<file path="config.mk">
export PLATFORM = sky130hd
export DESIGN_NAME = fetch_unit_r32i
export DESIGN_NICKNAME = d
export VERILOG_FILES = /design/src/rtl/fetch_unit_r32i_pkg.sv /design/src/rtl/fetch_unit_r32i_instr_buffer.sv /design/src/rtl/fetch_unit_r32i.sv
export SDC_FILE = /design/constraint.sdc
export NUM_CORES = 1
export LEC_CHECK = 0
export ABC_AREA = 1
export CAP_MARGIN = 20
export CORE_UTILIZATION = 52
export CTS_CLUSTER_SIZE = 25
export DETAILED_ROUTE_END_ITERATION = 10
export GPL_ROUTABILITY_DRIVEN = 1
export PLACE_DENSITY = 0.83
export SLEW_MARGIN = 20
export SYNTH_ARGS = -nofsm -noshare
export SYNTH_HDL_FRONTEND = slang
export SYNTH_SLANG_ARGS = --single-unit
</file>
<file path="constraint.sdc">
create_clock -name clk -period 4.7 [get_ports clk]
set_clock_uncertainty 0.15 [all_clocks]
set_input_delay 0.705 -clock clk [delete_from_list [all_inputs] [get_ports clk]]
set_output_delay 0.705 -clock clk [all_outputs]
set_load 0.02 [all_outputs]
</file>
<file path="src/rtl/fetch_unit_r32i_pkg.sv">
// Shared types and constants for the RV32I fetch stage.
// Imported by the top level, the instruction buffer users and the bench.
package fetchpkgR32I;

    typedef enum logic [1:0] {
        FETCH   = 2'b00,
        WAIT    = 2'b01,
        DISCARD = 2'b10
    } fetch_state_t;

    localparam logic [31:0] NOP_INS    = 32'h0000_0013;
    localparam int          INS_ALIGN  = 2;
    localparam logic [31:0] ALIGN_MASK = ~32'((1 << INS_ALIGN) - 1);

    // One buffered fetch result: the raw word and the address it came from.
    typedef struct packed {
        logic [31:0] ins;
        logic [31:0] addr;
    } ins_entry_t;

    function automatic logic [31:0] align_word(input logic [31:0] a);
        return a & ALIGN_MASK;
    endfunction

endpackage

</file>
<file path="src/rtl/fetch_unit_r32i_instr_buffer.sv">
// Synchronous FIFO of fetched {ins, addr} entries; head is read straight from storage.
// A write is visible at the head one cycle later; push into a full buffer is taken only with a pop.
module instr_buffer #(
    parameter int WIDTH = 64,
    parameter int DEPTH = 2
) (
    input  logic                     clk_i,
    input  logic                     rst_i,
    input  logic                     push_i,
    input  logic [WIDTH-1:0]         push_dat_i,
    input  logic                     pop_i,
    input  logic                     flush_i,
    output logic [WIDTH-1:0]         head_dat_o,
    output logic [$clog2(DEPTH):0]   count_o,
    output logic                     empty_o,
    output logic                     full_o
);

    localparam int             PW       = $clog2(DEPTH);
    localparam logic [PW-1:0]  PTR_ONE  = PW'(1);
    localparam logic [PW:0]    CNT_ONE  = (PW + 1)'(1);
    localparam logic [PW:0]    CNT_FULL = (PW + 1)'(DEPTH);

    logic [WIDTH-1:0] mem_q [DEPTH];
    logic [PW-1:0]    rd_ptr_q, rd_ptr_d;
    logic [PW-1:0]    wr_ptr_q, wr_ptr_d;
    logic [PW:0]      count_q, count_d;
    logic             do_push, do_pop;

    assign empty_o    = (count_q == '0);
    assign full_o     = (count_q == CNT_FULL);
    assign count_o    = count_q;
    assign head_dat_o = mem_q[rd_ptr_q];

    // A full buffer still accepts a push when the head leaves in the same cycle.
    assign do_pop  = pop_i && !empty_o;
    assign do_push = push_i && (!full_o || do_pop);

    always_comb begin
        rd_ptr_d = rd_ptr_q;
        wr_ptr_d = wr_ptr_q;
        count_d  = count_q;
        if (flush_i) begin
            rd_ptr_d = '0;
            wr_ptr_d = '0;
            count_d  = '0;
        end else begin
            if (do_push) begin
                wr_ptr_d = wr_ptr_q + PTR_ONE;
            end
            if (do_pop) begin
                rd_ptr_d = rd_ptr_q + PTR_ONE;
            end
            case ({do_push, do_pop})
                2'b10:   count_d = count_q + CNT_ONE;
                2'b01:   count_d = count_q - CNT_ONE;
                default: count_d = count_q;
            endcase
        end
    end

    always_ff @(posedge clk_i or posedge rst_i) begin
        if (rst_i) begin
            rd_ptr_q <= '0;
            wr_ptr_q <= '0;
            count_q  <= '0;
        end else begin
            rd_ptr_q <= rd_ptr_d;
            wr_ptr_q <= wr_ptr_d;
            count_q  <= count_d;
        end
    end

    always_ff @(posedge clk_i) begin
        if (do_push && !flush_i) begin
            mem_q[wr_ptr_q] <= push_dat_i;
        end
    end

endmodule

</file>
<file path="src/rtl/fetch_unit_r32i.sv">
// RV32I fetch stage: PC, single-outstanding imem handshake, buffered delivery to the decoder.
// Response at edge N is visible in cycle N+1; requests stop while the buffer is full.
module fetch_unit_r32i
    import fetchpkgR32I::*;
#(
    parameter int          dataW     = 32,
    parameter logic [31:0] resetAddr = 32'h0000_0000,
    parameter int          bufDepth  = 2
) (
    input  logic             clk,
    input  logic             reset,
    output logic             imemReq,
    output logic [dataW-1:0] imemAddr,
    input  logic             imemGnt,
    input  logic [dataW-1:0] imemRdata,
    input  logic             imemRvalid,
    output logic [dataW-1:0] rawIns,
    output logic [dataW-1:0] insAddr,
    output logic             insValid,
    input  logic             insReady,
    input  logic             redirect,
    input  logic [dataW-1:0] redirectAddr
);

    localparam int               CW        = $clog2(bufDepth) + 1;
    localparam logic [dataW-1:0] INS_BYTES = dataW'(4);

    fetch_state_t     state_q, state_d;
    logic [dataW-1:0] pc_q, pc_d;
    logic [dataW-1:0] pend_addr_q, pend_addr_d;

    logic             req_ok;
    logic             gnt_acc;
    logic             buf_push, buf_pop;
    logic             buf_empty, buf_full;
    logic [CW-1:0]    buf_count;
    ins_entry_t       push_entry, head_entry;

    // Reset masks the request so the port reads idle while reset is held.
    assign req_ok   = (state_q == FETCH) && !buf_full && !redirect && !reset;
    assign gnt_acc  = req_ok && imemGnt;
    assign imemReq  = req_ok;
    assign imemAddr = pc_q;

    assign buf_push   = (state_q == WAIT) && imemRvalid && !redirect;
    assign push_entry = '{ins: imemRdata, addr: pend_addr_q};

    assign insValid = (buf_count != '0);
    assign buf_pop  = insValid && insReady;
    assign rawIns   = buf_empty ? NOP_INS : head_entry.ins;
    assign insAddr  = buf_empty ? '0 : head_entry.addr;

    instr_buffer #(
        .WIDTH ($bits(ins_entry_t)),
        .DEPTH (bufDepth)
    ) u_instr_buffer (
        .clk_i      (clk),
        .rst_i      (reset),
        .push_i     (buf_push),
        .push_dat_i (push_entry),
        .pop_i      (buf_pop),
        .flush_i    (redirect),
        .head_dat_o (head_entry),
        .count_o    (buf_count),
        .empty_o    (buf_empty),
        .full_o     (buf_full)
    );

    always_comb begin
        state_d     = state_q;
        pc_d        = pc_q;
        pend_addr_d = pend_addr_q;
        if (redirect) begin
            pc_d = align_word(redirectAddr);
            // A response still in flight must be swallowed before fetching the target.
            case (state_q)
                WAIT, DISCARD: state_d = imemRvalid ? FETCH : DISCARD;
                default:       state_d = FETCH;
            endcase
        end else begin
            case (state_q)
                FETCH: begin
                    if (gnt_acc) begin
                        pc_d        = pc_q + INS_BYTES;
                        pend_addr_d = pc_q;
                        state_d     = WAIT;
                    end
                end
                WAIT, DISCARD: begin
                    if (imemRvalid) begin
                        state_d = FETCH;
                    end
                end
                default: state_d = FETCH;
            endcase
        end
    end

    always_ff @(posedge clk or posedge reset) begin
        if (reset) begin
            state_q     <= FETCH;
            pc_q        <= resetAddr;
            pend_addr_q <= '0;
        end else begin
            state_q     <= state_d;
            pc_q        <= pc_d;
            pend_addr_q <= pend_addr_d;
        end
    end

endmodule
</file>
==> flow_metrics.py <==
metrics = {
    "status": {
        "status": "finished clean",
    },
    "synth": {
        "syn-cell-area_sq_um": 8350,
        "synth-seq-cells": 190,
        "yosys.area.top_type": "edfxtp_1",
        "ys_seq_area_share_pct": 64.3,
        "synth_ff_type": "edfxtp_1",
        "netlist.area_leader.share_pct": 44.6,
        "synthArstFlopShare_pct": 34.7,
        "yosys-top-cells-area": "edfxtp_1 (45%), dfrtp_1 (20%), nand2_1 (13%)",
        "yosysWarnings": 0,
        "synth_cell_types": 33,
        "synth_edf_count": 124,
        "synth_cells": 860,
        "avgSynthCellArea_sq_um": 9.71,
    },
    "setup_path": {
        "r2r-start": "state_q[1]",
        "cp_max_fo": 39,
        "crit_type": "reg2out",
        "cp.arrival_ps": 2720,
        "end_kind": "output port",
        "r2r_end": "u_instr_buffer.mem_q[0][59]",
        "r2r_slack_ps": 2240,
        "cp.required_ps": 3850,
        "startpoint_type": "flop",
        "rr_worst_depth": 7,
    },
    "sta": {
        "final-max-slew-violation-count": 0,
        "fin_setup_tns_ps": 0,
        "worstMarginPinSlew_ps": 850,
        "worst_slack_ps": 1120,
        "slew_headroom_pct": 43.3,
        "grt_setup_unrepaired": "false",
        "finalHoldViolations": 0,
        "setup_viol": 0,
        "post-route-period-util_pct": 76.1,
        "fin_hold_ws_ps": 321,
        "min_period_ps": 3580,
        "max_freq_mhz": 280,
    },
    "detailed_routing": {
        "wire_per_inst_um": 15.6,
        "vias": 6494,
        "drt_iter0_drc": 405,
        "antenna_left": 0,
        "drt-total-wl_mm": 19.3,
        "drc_errors": 0,
        "drtPass1Iterations": 5,
        "vias_per_cell": 5.25,
    },
    "die": {
        "rows": 45,
        "core_area_sq_um": 15400,
        "dieArea_sq_um": 16600,
        "die_h_um": 129,
        "io_pins": 168,
        "initial_core_util_pct": 54.1,
        "die_w_um": 129,
    },
    "worst_hold_path": {
        "hold_depth": 0,
        "min_to": "u_instr_buffer.mem_q[0][21]",
        "hold_path_class": "reg2reg",
        "min-delay-start": "pend_addr_q[21]",
    },
    "grt": {
        "grt-ovfl-total": 0,
        "antenna_found_initial": 0,
        "grt_pass1_wl_mm": 30.4,
        "grt_use_total_pct": 24.3,
        "grt_pass1_vias": 6098,
        "grt_max_degree": 67,
    },
    "power": {
        "p_leak_nw": 4.24,
        "powerDensity_nw_per_um2": 486,
        "vdd_drop_max_mv": 0.290,
    },
    "finish": {
        "drive_gt1_share_pct": 6.13,
        "final_cell_area_sq_um": 10700,
        "mostFrequentLayoutCell": "nand2_1",
        "syn_to_final_growth_pct": 27.9,
        "nNetsFinal": 1087,
        "final_cell_mix": "nand2_1 (296), clkdlybuf4s50_1 (161), edfxtp_1 (124)",
        "diodes": 0,
    },
    "placed_design": {
        "dp_slack_ps": 1440,
        "place_hpwl_mm": 12.8,
        "place_congestion": 0.919,
        "port_buffers": 161,
        "place_area_sq_um": 10100,
    },
    "clock_network": {
        "tritoncts": "done",
        "cts.sink_count": 190,
        "cts_setup_buffers": 0,
        "numCtsBuffers": 17,
        "cts_hold_buf": 0,
        "clk_latency_ps": 430,
        "ctsResizeCount": 0,
        "htreeDepth": 4,
        "path_clk_slew_ps": 70,
        "root_buffer": "clkbuf_16",
        "cts_buffer_depth": 2,
    },
    "flow_run": {
        "drv_cap": 0,
    },
}
## cell usage after synthesis, types with 3 or more instances
master / number
clkbuf_1: 20
nor2_1: 50
dfrtp_1: 66
nand3b_1: 3
buf_2: 8
ha_1: 3
nor2_4: 6
inv_2: 3
buf_4: 5
inv_1: 66
a21oi_1: 64
nand3_1: 55
o211ai_1: 7
nand2_2: 3
o21ai_1: 4
o21ai_0: 49
nand2_1: 296
edfxtp_1: 124
nor2_2: 4
nand4_1: 5
## critical path, stage by stage, from the launching register on
cell and delay, ps:
dfrtp_2 410, inv_2 520, buf_4 410, nand2_1 110, a21oi_1 180, clkdlybuf4s50_1 650
## metal layers
metal / track usage, % / vias up / wire [um]
li1: - / 3153 / -
met1: 31.5 / 3063 / 8200
met2: 40.1 / 248 / 9360
met3: 5.20 / 30 / 1350
met4: 9.62 / 0 / 370
met5: 0 / - / 0
## report_power, final
group / internal [W] / switching, W / leakage [nW]
registers: 0.00206 / 0.000191 / 1.93
clock network: 0.000744 / 0.000600 / 0.275
logic: 0.000648 / 0.000948 / 2.03
## sequential cells by signal (all words and copies together), names as in the netlist
signal	flops
u_instr_buffer.rd_ptr_q	1
u_instr_buffer.mem_q	124
u_instr_buffer.wr_ptr_q	1
pend_addr_q	30
state_q	2
u_instr_buffer.count_o	2
imemAddr	30
## cell type report
cell class	instances	area [sq um]
clock buffer	21	444
clock inverter	11	109
fill	1174	4740
inverter	70	263
multi-input combinational	565	2550
sequential	190	5380
tap	211	264
timing repair buffer	170	1680
## cells by family after synthesis
kind of cell    after synthesis  synth area share, %
compound gates              128                 8.00
xor+xnor                      2                0.210
fa+ha+maj                     3                0.449
buf+inv                     108                 5.51
flops                       190                 64.3
other cells                   1               0.0449
simple gates                428                 21.4
## through the flow
stage,power [W],cells,utilization [%]
2_1_floorplan,0.00313,863,-
3_3_place_gp,0.00383,1206,65.7
3_5_place_dp,0.00388,1206,65.7
4_1_cts,0.00522,1238,69.3
5_1_grt,0.00546,1238,69.3
6_report,0.00519,1238,69.3
## worst max path at each step
stage                            start                          end  slack (ps)  cells past startpoint
6_report       u_instr_buffer.rd_ptr_q                   rawIns[26]        1120                      5
3_3_place_gp                  redirect                  imemAddr[6]        1480                      7
2_1_floorplan               imemRvalid  u_instr_buffer.mem_q[0][10]         450                      4
4_1_cts        u_instr_buffer.rd_ptr_q                   rawIns[26]        1120                      5
5_1_grt        u_instr_buffer.rd_ptr_q                   rawIns[25]         990                      5
3_5_place_dp                  redirect                  imemAddr[5]        1440                      7
Power figures use the tool's default switching activity.
